File: src/rtl/spu_dual_issue_router.sv
// Issue stage after the SPU decoder: buffers decoded pairs and routes each slot
// to the even or odd pipe, dual-issuing when the pair is independent.
module spu_dual_issue_router #(
  parameter int INSTR_W    = 32,
  parameter int REG_AW     = 7,
  parameter int PAIR_DEPTH = 4,
  parameter int DUAL_EN    = 1,
  parameter int CNT_W      = 16
) (
  input  logic                clk,
  input  logic                reset,
  input  logic                flush,
  input  logic                in_valid,
  output logic                in_ready,
  input  logic [INSTR_W-1:0]  in_instr1,
  input  logic [INSTR_W-1:0]  in_instr2,
  input  logic                in_v1,
  input  logic                in_v2,
  input  logic                in_even1,
  input  logic                in_even2,
  input  logic [REG_AW-1:0]   in_dst1,
  input  logic [REG_AW-1:0]   in_dst2,
  input  logic                in_dst_en1,
  input  logic                in_dst_en2,
  input  logic [3*REG_AW-1:0] in_src2,
  input  logic [2:0]          in_src_en2,
  output logic                even_valid,
  output logic                odd_valid,
  input  logic                even_ready,
  input  logic                odd_ready,
  output logic [INSTR_W-1:0]  even_instr,
  output logic [INSTR_W-1:0]  odd_instr,
  output logic                even_slot,
  output logic                odd_slot,
  output logic [CNT_W-1:0]    dual_cnt,
  output logic [CNT_W-1:0]    split_cnt
);

  localparam int PW = $clog2(PAIR_DEPTH);

  typedef struct packed {
    logic [INSTR_W-1:0]  instr1;
    logic [INSTR_W-1:0]  instr2;
    logic                v1;
    logic                v2;
    logic                even1;
    logic                even2;
    logic [REG_AW-1:0]   dst1;
    logic [REG_AW-1:0]   dst2;
    logic                dst_en1;
    logic                dst_en2;
    logic [3*REG_AW-1:0] src2;
    logic [2:0]          src_en2;
  } pair_t;

  pair_t         mem [PAIR_DEPTH];
  pair_t         in_pair;
  pair_t         head;
  logic [PW-1:0] wr_ptr;
  logic [PW-1:0] rd_ptr;
  logic [PW:0]   count;

  // done bits mark slots of the head pair already issued; cleared on pop
  logic done1;
  logic done2;

  logic head_valid;
  logic push;
  logic pop;
  logic pend1;
  logic pend2;
  logic free_even;
  logic free_odd;
  logic issue1;
  logic issue2;
  logic raw;
  logic waw;
  logic pair_ok;
  logic load_even;
  logic load_odd;

  always_comb begin
    in_pair.instr1  = in_instr1;
    in_pair.instr2  = in_instr2;
    in_pair.v1      = in_v1;
    in_pair.v2      = in_v2;
    in_pair.even1   = in_even1;
    in_pair.even2   = in_even2;
    in_pair.dst1    = in_dst1;
    in_pair.dst2    = in_dst2;
    in_pair.dst_en1 = in_dst_en1;
    in_pair.dst_en2 = in_dst_en2;
    in_pair.src2    = in_src2;
    in_pair.src_en2 = in_src_en2;
  end

  assign in_ready   = (count != (PW+1)'(PAIR_DEPTH));
  assign push       = in_valid && in_ready;
  assign head_valid = (count != '0);
  assign head       = mem[rd_ptr];

  assign pend1     = head_valid && head.v1 && !done1;
  assign pend2     = head_valid && head.v2 && !done2;
  assign free_even = !even_valid || even_ready;
  assign free_odd  = !odd_valid  || odd_ready;

  // NOTE: combinational blocks assign a default first so no path can infer a latch.
  always_comb begin
    raw = 1'b0;
    for (int i = 0; i < 3; i++) begin
      if (head.src_en2[i] && head.dst_en1 &&
          head.src2[(3-i)*REG_AW-1 -: REG_AW] == head.dst1)
        raw = 1'b1;
    end
  end

  assign waw     = head.dst_en1 && head.dst_en2 && (head.dst1 == head.dst2);
  assign pair_ok = (DUAL_EN != 0) && (head.even1 != head.even2) && !raw && !waw;

  assign issue1 = pend1 && (head.even1 ? free_even : free_odd);
  assign issue2 = pend2 && (head.even2 ? free_even : free_odd) &&
                  (!pend1 || (issue1 && pair_ok));

  assign pop = head_valid && !(pend1 && !issue1) && !(pend2 && !issue2);

  assign load_even = (issue1 && head.even1) || (issue2 && head.even2);
  assign load_odd  = (issue1 && !head.even1) || (issue2 && !head.even2);

  // NOTE: pair storage has no reset; validity is tracked by count/pointers only.
  always_ff @(posedge clk) begin
    if (push && !flush)
      mem[wr_ptr] <= in_pair;
  end

  // NOTE: all state registers use non-blocking assignments so every update sees pre-edge values.
  always_ff @(posedge clk or negedge reset) begin
    if (!reset) begin
      wr_ptr     <= '0;
      rd_ptr     <= '0;
      count      <= '0;
      done1      <= 1'b0;
      done2      <= 1'b0;
      even_valid <= 1'b0;
      odd_valid  <= 1'b0;
      even_instr <= '0;
      odd_instr  <= '0;
      even_slot  <= 1'b0;
      odd_slot   <= 1'b0;
      dual_cnt   <= '0;
      split_cnt  <= '0;
    end else if (flush) begin
      wr_ptr     <= '0;
      rd_ptr     <= '0;
      count      <= '0;
      done1      <= 1'b0;
      done2      <= 1'b0;
      even_valid <= 1'b0;
      odd_valid  <= 1'b0;
    end else begin
      if (push)
        wr_ptr <= wr_ptr + 1'b1;

      if (pop) begin
        rd_ptr <= rd_ptr + 1'b1;
        done1  <= 1'b0;
        done2  <= 1'b0;
      end else begin
        if (issue1) done1 <= 1'b1;
        if (issue2) done2 <= 1'b1;
      end

      if (push && !pop)
        count <= count + 1'b1;
      else if (pop && !push)
        count <= count - 1'b1;

      if (load_even) begin
        even_valid <= 1'b1;
        even_instr <= (issue1 && head.even1) ? head.instr1 : head.instr2;
        even_slot  <= !(issue1 && head.even1);
      end else if (even_ready) begin
        even_valid <= 1'b0;
      end

      if (load_odd) begin
        odd_valid <= 1'b1;
        odd_instr <= (issue1 && !head.even1) ? head.instr1 : head.instr2;
        odd_slot  <= !(issue1 && !head.even1);
      end else if (odd_ready) begin
        odd_valid <= 1'b0;
      end

      // slot2 issuing after slot1 was already gone means the pair was split
      if (issue1 && issue2 && (dual_cnt != '1))
        dual_cnt <= dual_cnt + 1'b1;
      if (issue2 && !pend1 && head.v1 && (split_cnt != '1))
        split_cnt <= split_cnt + 1'b1;
    end
  end

endmodule

File: config.mk
export PLATFORM = sky130hd
export DESIGN_NAME = spu_dual_issue_router
export DESIGN_NICKNAME = d
export VERILOG_FILES = /design/src/rtl/spu_dual_issue_router.sv
export SDC_FILE = /design/constraint.sdc
export NUM_CORES = 1
export LEC_CHECK = 0
export ABC_CLOCK_PERIOD_IN_PS = 11900
export CORE_ASPECT_RATIO = 1.2
export CORE_MARGIN = 2
export CORE_UTILIZATION = 54
export CTS_CLUSTER_SIZE = 24
export DETAILED_ROUTE_END_ITERATION = 12
export DONT_BUFFER_PORTS = 1
export PLACE_DENSITY_LB_ADDON = 0.05
export SYNTH_ARGS = -nofsm -noshare
export SYNTH_HDL_FRONTEND = slang
export SYNTH_SLANG_ARGS = --single-unit
File: constraint.sdc
create_clock -name clk -period 11.9 [get_ports clk]
set_input_delay 1.19 -clock clk [delete_from_list [all_inputs] [get_ports clk]]
set_output_delay 1.19 -clock clk [all_outputs]
set_load 0.02 [all_outputs]
### Word level (Yosys, flattened, before mapping)

Memories as Yosys holds them, arrays and structs flattened.
Cells that the tools add are included.

| storage, ports and cells | value |
|---|---|
| flip-flop bits (word level) | 109 |
| bits in writable memories | 432 |
| bits of input ports | 114 |
| output and inout port bits | 101 |
| logic and storage cells | 127 |
| memories | 1 |

| operators by class | value |
|---|---|
| add/sub/neg operators | 6 |
| equal/unequal tests | 8 |
| mux-type cells | 28 |
| bitwise gates (word level) | 1 |
| reductions and logical operators | 70 |

Memories:

| memory | words | width | read ports | clocked after Yosys merged registers in | write ports | RTL line | RTL |
|---|---|---|---|---|---|---|---|
| mem | 4 | 108 | 1 | 0 | 1 | 56 | `pair_t mem [PAIR_DEPTH];` |

Operators by type and width:

| kind | count |
|---|---|
| $mux 32 | 2 |
| $logic_and 1x1->1 | 35 |
| $add 16x1->16 const B | 2 |
| $ne 16x16->1 const B | 2 |
| $eq 7x7->1 | 4 |
| $mux 1 | 19 |
| $logic_not 1->1 | 18 |
| $reduce_bool 3->1 | 6 |
| $mux 3 | 3 |
| $mux 2 | 4 |
| $reduce_and 2->1 | 4 |
| $logic_or 1x1->1 | 5 |
| $add 2x1->2 const B | 2 |
| $reduce_bool 2->1 | 2 |
| $add 3x1->3 const B | 1 |
| $ne 3x3->1 const B | 1 |
| $sub 3x1->3 const B | 1 |
| $ne 1x1->1 | 1 |
| $not 1->1 | 1 |

### Longest topological paths before layout

Gate-level depths: netlist (run 1).
An unclocked memory read counts as a cell.

| logic depth | value |
|---|---|
| word-level depth | 20 |
| gate-level depth with buffers | 15 |
| mapped depth without buffers | 12 |

### Worst setup path before layout (run 1)

No wires, ideal clock.

| path | value |
|---|---|
| path kind | in2reg |
| from | in flush |
| to | mem mem[0][0] in the netlist's numbering (enable) |
| setup time | 730 ps |
| arrival | 9670 ps |
| data required time | 11170 ps |
| path slack | 1501 ps |
| stages | 4 |
| path buffers | 3 |
| path through | clkbuf_1 -> clkbuf_1 -> buf_1 -> nor3b_1 |

| between the ends | value |
|---|---|
| cells in the longest elaborated chain, start to end | 4 |

Ends and longest elaborated chain:

| element | RTL line | RTL |
|---|---|---|
| start: declaration | 12 | `input logic flush,` |
| $logic_not 1->1 | 131 | `if (push && !flush)` |
| $logic_and 1x1->1 | 131 |  |
| $mux 1 | 131 |  |
| $mux 1 (implied by the code) | 132 | `mem[wr_ptr] <= in_pair;` |
| end: declaration | 56 |  |

Every way passes these cells.

### Worst setup path in the final report (run 1)

| path | value |
|---|---|
| from | reg rd_ptr[1] |
| to | reg even_instr[24] |

| between the ends | value |
|---|---|
| cells in the longest elaborated chain, start to end | 15 |
| elaborated cells between the ends (all ways) | 38 |
| classes of those cells | eq/ne: 5; mux: 6; reduce/logical: 26; memory: 1 |

Ends and longest elaborated chain:

| element | RTL line | RTL |
|---|---|---|
| start: declaration | 60 | `logic [PW-1:0] rd_ptr;` |
| start signal: assignment | 164 | `rd_ptr <= rd_ptr + 1'b1;` |
| $mem_v2 4x108 * | - |  |
| $eq 7x7->1 or $logic_and 1x1->1 (tied branches) | 112, 111 |  |
| $logic_and 1x1->1 | 111 | `if (head.src_en2[i] && head.dst_en1 &&` |
| $mux 1 (3 in a row) | 111 |  |
| $logic_not 1->1 | 118 | `assign pair_ok = (DUAL_EN != 0) && (head.even1 != head.even2) && !raw && !waw;` |
| $logic_and 1x1->1 (2 in a row) | 118 |  |
| $logic_and 1x1->1 | 122 | `(!pend1 \|\| (issue1 && pair_ok));` |
| $logic_or 1x1->1 | 122 |  |
| $logic_and 1x1->1 | 121 | `assign issue2 = pend2 && (head.even2 ? free_even : free_odd) &&` |
| $logic_and 1x1->1 | 126 | `assign load_even = (issue1 && head.even1) \|\| (issue2 && head.even2);` |
| $logic_or 1x1->1 | 126 |  |
| $reduce_and 2->1 (no line) | - |  |
| end signal: assignment | 179 | `even_instr <= (issue1 && head.even1) ? head.instr1 : head.instr2;` |
| end: declaration | 31 | `output logic [INSTR_W-1:0] even_instr,` |

Every way passes the cells marked *; elsewhere a longest branch is shown, timed or not.
A chain may end at the register's enable or synchronous reset.

==> results by group, run 1 <==
Routing
  • DR top layer: met4
  • DRC Markers: 0
  • Final WL: 44900 microns
  • Metal-1 WL: 16800 microns
  • Met3 wire length: between 4000 and 5000 microns
  • First-pass detailed-route iteration total: 8
  • DRT iter0 DRCs: slightly above 700
  • Detail-routed via count per cell: approximately 5.9
  • Via count: 10.6k
  • WL met2: 22600 microns
  • Final ANT Viol Nets: 0
  • Avg WL per Cell: between 20 and 30 microns

Timing
  • Clock Skew: about 27 ps
  • Final TNS setup: 0 ps
  • Fin crit period: just over 5000 ps
  • Rel. slew slack: 0.270
  • Period utilization: 0.436
  • Pins Over Slew Limit: 0
  • RSZ-0062 raised after global routing: false
  • Worst Tran Pin Value: between 1000 and 1500 ps
  • Setup violations, final: 0
  • Achievable Freq: between 150 and 200 MHz
  • Hold slack final: around 310 ps
  • Fin. Hold Viols: 0

Cells and area
  • Share of cells above drive strength 1: 0.181
  • Area occupied by multi-input gates: just over 5000 sq um
  • Commonest cells after routing, fill and taps aside: edfxtp_1, mux4_2, dfrtp_1
  • Fin nets: between 1k and 1.5k
  • Most common cell after layout, fill and taps aside: edfxtp_1
  • Number of antenna diodes: 0
  • Synth-to-Final Area Change: 10.6%
  • FILL cells: 2827
  • Seq. cell area: around 16000 sq um

Pwr
  • Power Density: 222 nW/um^2
  • Peak supply drop: approximately 0.00015 V
  • Static leakage: around 8.0 nW

Yosys
  • Synth unique cells: 50
  • Area leader, netlist: edfxtp_1
  • Avg Inst Size Synth: roughly 18 sq um
  • Synth Register Bits: roughly 540
  • Mapped cell area: about 21000 sq um
  • Top-area cell type share of the netlist area: 0.608
  • Leading register cell type out of synthesis: edfxtp_1
  • YS warnings: 0
  • Async SR Flop Fraction: 0.201
  • Post-Synthesis Cells: about 1.2k
  • EDFF count, synth: around 430
  • Syn_nets: about 1.3k
  • Largest cells by area after synthesis: edfxtp_1, dfrtp_1, mux4_2
  • Seq/Total Area, Yosys: 0.735

Global route
  • Gr ovfl total: 0
  • First-pass GRT wire length: 68300 microns
  • Vias in the first global route: roughly 11k
  • Overall Global Routing Usage: 0.223
  • Initial antenna violation count: 0
  • Pin count of the biggest net entering global routing: 110

Setup path
  • Most frequent CP cell: buf_4
  • Top delay family on crit path: buffers and inverters
  • CP Class: reg2reg
  • Critical path fanouts, max: 69
  • Cells along the critical path: buf_4 > mux4_2 > a2111o_1 > nor3_2 > nand3_2 > o22a_2 > buf_4 > nor4_4 > buf_4 > a222oi_1
  • CP required: 12300 ps
  • CP max stage cell: buf_4
  • Worst Path Arrival: around 5600 ps
  • FF-to-FF path depth: 10
  • Critical path launch point type: flop
  • FF-to-FF setup slack: around 6700 ps
  • CP bufs+invs: 3
  • R2r startpoint: rd_ptr[1]
  • Worst R2R End: even_instr[24]
  • Critical Path Max Stage Delay: about 900 ps
  • CP endpoint kind: flop

Status
  • Status: finished, final reports clean

Min path
  • Worst hold path class: in2async

Clock network
  • Sink Count: 541
  • Clock transition at the registers of the reported paths: roughly 60 ps
  • # H-tree levels: 2
  • TritonCTS buffer count: between 50 and 60
  • Root Buffer: clkbuf_16
  • CTS tree: built
  • Post-CTS Resized: 0
  • Clk buf depth: 3
  • Post-CTS setup buffers: 0
  • Clk_lat worst skew: 590 ps
  • CTS Hold Buffers Added: 0

Placement
  • HPWL after detailed placement: between 20000 and 30000 microns
  • IO Port Bufs: 0
  • GPL Wtd Cong: 0.765

Floorplanning
  • Initial core utilization: 0.550
  • Boundary Pins: ~220
  • Cell Rows: between 70 and 80
  • Core outline area: between 30000 and 40000 sq um
  • Die Y: around 220 microns
  • Horiz. Die Dim: 186 microns
  • Die area: about 41000 sq um

Flow run
  • MaxCap Viol Count: 0
[layout make-up]
cell class                 count  share of cell area
sequential                   541               0.665
clock inverter                27              0.0109
multi-input combinational    517               0.216
inverter                      78              0.0124
tap                          526              0.0279
timing repair buffer          18             0.00572
clock buffer                  73              0.0623
[Yosys cell counts (all sizes together), types with 2 or more instances]
cell    count
a222oi     32
ha          6
nand2      60
mux2        2
mux4      108
buf        29
clkbuf     35
or3         3
nand2b      3
o21bai      2
nor2       84
edfxtp    432
a21o        2
o21ai       5
xnor2      31
and3        8
nor3b       4
nor2b       3
nand4      13
nor4        9
dfrtp     109
xor2       30
a211oi      3
a21oi      37
o41ai      32
inv        78
nand3      12
or2         2
and2        3
nor3       11
[worst max-delay path by stage]
stage	startpoint	to	slack [ps]	depth (start not counted)
final	rd_ptr[1]	even_instr[24]	6710	10
after global routing	rd_ptr[1]	even_instr[28]	6370	10
after CTS	rd_ptr[1]	even_instr[30]	6650	10
after detailed placement	rd_ptr[1]	even_instr[30]	6660	10
after global placement	rd_ptr[1]	even_instr[24]	6700	10
after floorplan	flush	mem[0][0]	1500	4
[power breakdown]
part           switching, W  internal [W]
clock              0.000689      0.000954
sequential         0.000316       0.00225
combinational      0.000579      0.000458
[state kept, by name, summed over array words and instances, names as in the netlist]
name / flops
done1: 1
even_valid: 1
odd_instr: 32
rd_ptr: 2
wr_ptr: 2
even_instr: 32
done2: 1
even_slot: 1
count: 3
odd_valid: 1
odd_slot: 1
split_cnt: 16
mem: 432
dual_cnt: 16
[through the flow]
step                      std cells  total power [W]   util  area [sq um]  setup slack [ps]
after CTS                      1780          0.00531  0.608         23600              6650
after floorplan                1200          0.00337      -         21400              1500
after global routing           1780          0.00548  0.608         23600              6370
after detailed placement       1680          0.00366  0.564         21900              6660
final                          1780          0.00525  0.608         23600              6710
after global placement         1680          0.00365  0.564         21900              6700
[worst reg2reg max path: cells and delay by family, from the launching register on]
family / cells / cell delay (ps)
AO/OA/AOI/OAI: 3 / 880
buffers and inverters: 3 / 1650
flip-flops: 1 / 840
multiplexers: 1 / 520
AND/OR/NAND/NOR: 3 / 1120
[layer usage]
layer,vias up,GRT usage
met4,0,0.0709
met5,-,0
met2,319,0.370
met3,70,0.0756
met1,5474,0.275
li1,4697,-
[cells by family after synthesis]
kind of cell / count (synthesis) / synth area share
buffers and inverters: 142 / 0.0278
DFF: 541 / 0.735
xor gates and xnor gates: 62 / 0.0261
adders and majority gates: 7 / 0.00445
muxes: 111 / 0.115
AOI/OAI and AO/OA: 121 / 0.0444
and+or+nand+nor: 216 / 0.0466
(Power assumes the default switching activity.)
==> run 2, diff against run 1 <==
- ABC_CLOCK_PERIOD_IN_PS: 11900 -> 4700
- clock period: 11.9 -> 4.7 ns (I/O delays scaled with it)
==> run 2 against run 1 <==
Compared with the run above: global-route usage grew 0.84 points; non-clock buffer count grew 127; register-to-register slack lost 6300 ps; flip-flop and latch count is the same; highest routed layer is now met5; critical path type unchanged; die area is the same.
==> results by group, run 2 (synthesis gave the netlist of run 1 again) <==
Cells and area
  • Largest reg by FF count: mem
  • Area occupied by multi-input gates: between 5000 and 6000 sq um
  • FILL cells: 2706
  • Synth-to-Final Area Change: 16.7%
  • Largest register FFs: around 430
  • Seq. cell area: roughly 16000 sq um
  • Finished Layout Cells: 1907
  • Share of cells above drive strength 1: 0.172
  • Most common cell after layout, fill and taps aside: edfxtp_1
  • Fin nets: ~1.5k
  • Commonest cells after routing, fill and taps aside: edfxtp_1, dlygate4sd3_1, mux4_2
  • Biggest regs: mem (432), even_instr (32), odd_instr (32)

Timing
  • Final TNS setup: 0 ps
  • Worst Tran Pin Value: about 1200 ps
  • Fin. Hold Viols: 0
  • Hold slack final: 63.0 ps
  • Achievable Freq: 233 MHz
  • Fin crit period: around 4300 ps
  • Setup violations, final: 0
  • Pins Over Slew Limit: 0
  • Clock Skew: between 30 and 40 ps
  • Period utilization: 0.912
  • Rel. slew slack: 0.167
  • RSZ-0062 raised after global routing: false

Status
  • Status: finished, final reports clean

Setup path
  • CP required: 5110 ps
  • CP Class: reg2reg
  • FF-to-FF path depth: 10
  • Critical path fanouts, max: 22
  • CP endpoint kind: flop
  • Worst Path Arrival: 4690 ps
  • Critical path launch point type: flop

Clock network
  • Clk buf depth: 3
  • TritonCTS buffer count: 51
  • Clock transition at the registers of the reported paths: 70 ps
  • # H-tree levels: 2
  • Root Buffer: clkbuf_16
  • Post-CTS Resized: 0
  • Post-CTS setup buffers: 0
  • CTS tree: built
  • Clk_lat worst skew: a little under 600 ps
  • Sink Count: roughly 540

Global route
  • Vias in the first global route: 11.9k
  • Overall Global Routing Usage: 0.231
  • First-pass GRT wire length: between 70000 and 80000 microns
  • Pin count of the biggest net entering global routing: 110
  • Gr ovfl total: 0
  • Initial antenna violation count: 6

Floorplanning
  • Cell Rows: 79
  • Die Y: between 200 and 250 microns
  • Initial core utilization: 0.550
  • Horiz. Die Dim: between 150 and 200 microns
  • Boundary Pins: 215
  • Die area: 41200 sq um
  • Core outline area: slightly below 40000 sq um

Placement
  • IO Port Bufs: 0
  • HPWL after detailed placement: around 27000 microns
  • Placed Instances: between 1.5k and 2k
  • GPL Wtd Cong: a little under 0.8

Min path
  • Worst hold path class: in2reg
  • Hold path depth: 2

Flow run
  • MaxCap Viol Count: 0

Routing
  • Final WL: 46100 microns
  • Via count: ~11k
  • Final ANT Viol Nets: 0
  • Avg WL per Cell: 24.2 microns
  • Detail-routed via count per cell: 5.89
  • First-pass detailed-route iteration total: 5
  • DRC Markers: 0
  • DRT iter0 DRCs: approximately 850

Pwr
  • Static leakage: 8.59 nW
  • Power Density: between 500 and 600 nW/um^2
  • Peak supply drop: about 0.00039 V
run 2: changes by cell type in the layout (fill, tap and decap cells not counted), moves of 2 or more:
cell	delta
dlygate4sd3_1	+110
buf_12	+8
buf_4	+8
clkbuf_8	-4
diode_2	+4
nor3b_2	-4
nor3b_4	+4
clkbuf_1	+2
run 2: layout make-up:
class / instances / share of cell area
Multi-Input combinational cell: 517 / 0.206
Sequential cell: 541 / 0.630
Clock inverter: 26 / 0.00964
Timing Repair Buffer: 145 / 0.0595
Tap cell: 526 / 0.0264
Clock buffer: 70 / 0.0561
Antenna cell: 4 / 0.000402
Inverter: 78 / 0.0117
run 2: routing by layer:
metal	up-vias	part of all wire	GRT usage
li1	4964	-	-
met1	5842	0.39	0.298
met2	349	0.52	0.399
met3	71	0.070	0.0501
met4	4	0.021	0.0594
met5	-	0.00048	0
run 2: what timing repair did:
action / CTS / global route
endpoints found under the setup margin: 0 / 0
endpoints found under the hold margin: 549 / 0
hold buffers: 111 / 0
run 2: power breakdown:
group          switching [W]  internal (W)  total, W
combinational        0.00165       0.00129   0.00294
clock                0.00171       0.00231   0.00402
sequential          0.000743       0.00570   0.00644
total                0.00411       0.00929    0.0134
run 2: critical path: stages (launching register included):
cell and delay, ps:
dfrtp_4 680, buf_4 310, mux4_2 620, xor2_1 240, nor4_1 90, nand2_1 70, o21ai_0 210, o22a_2 300
nor4_4 1000, buf_4 440, a222oi_1 150
run 2: final timing paths:
check / startpoint / end / slack (ps)
max: rd_ptr[0] / even_instr[8] / 410
min: in_valid / wr_ptr[1] / 60
max reg2reg: rd_ptr[0] / even_instr[8] / 410
min reg2reg: done2 / done2 / 540
max in group asynchronous: reset / even_instr[11] / 3640
min in group asynchronous: reset / split_cnt[7] / 440
run 2: metrics by stage:
stage	utilization	power, W	area, sq um	worst slack (ps)
floorplan	-	0.00851	21400	-1210
global placement	0.570	0.00932	22100	543
detailed placement	0.570	0.00936	22100	504
CTS	0.641	0.0135	24900	426
global route	0.641	0.0140	24900	210
finish	0.642	0.0134	24900	413
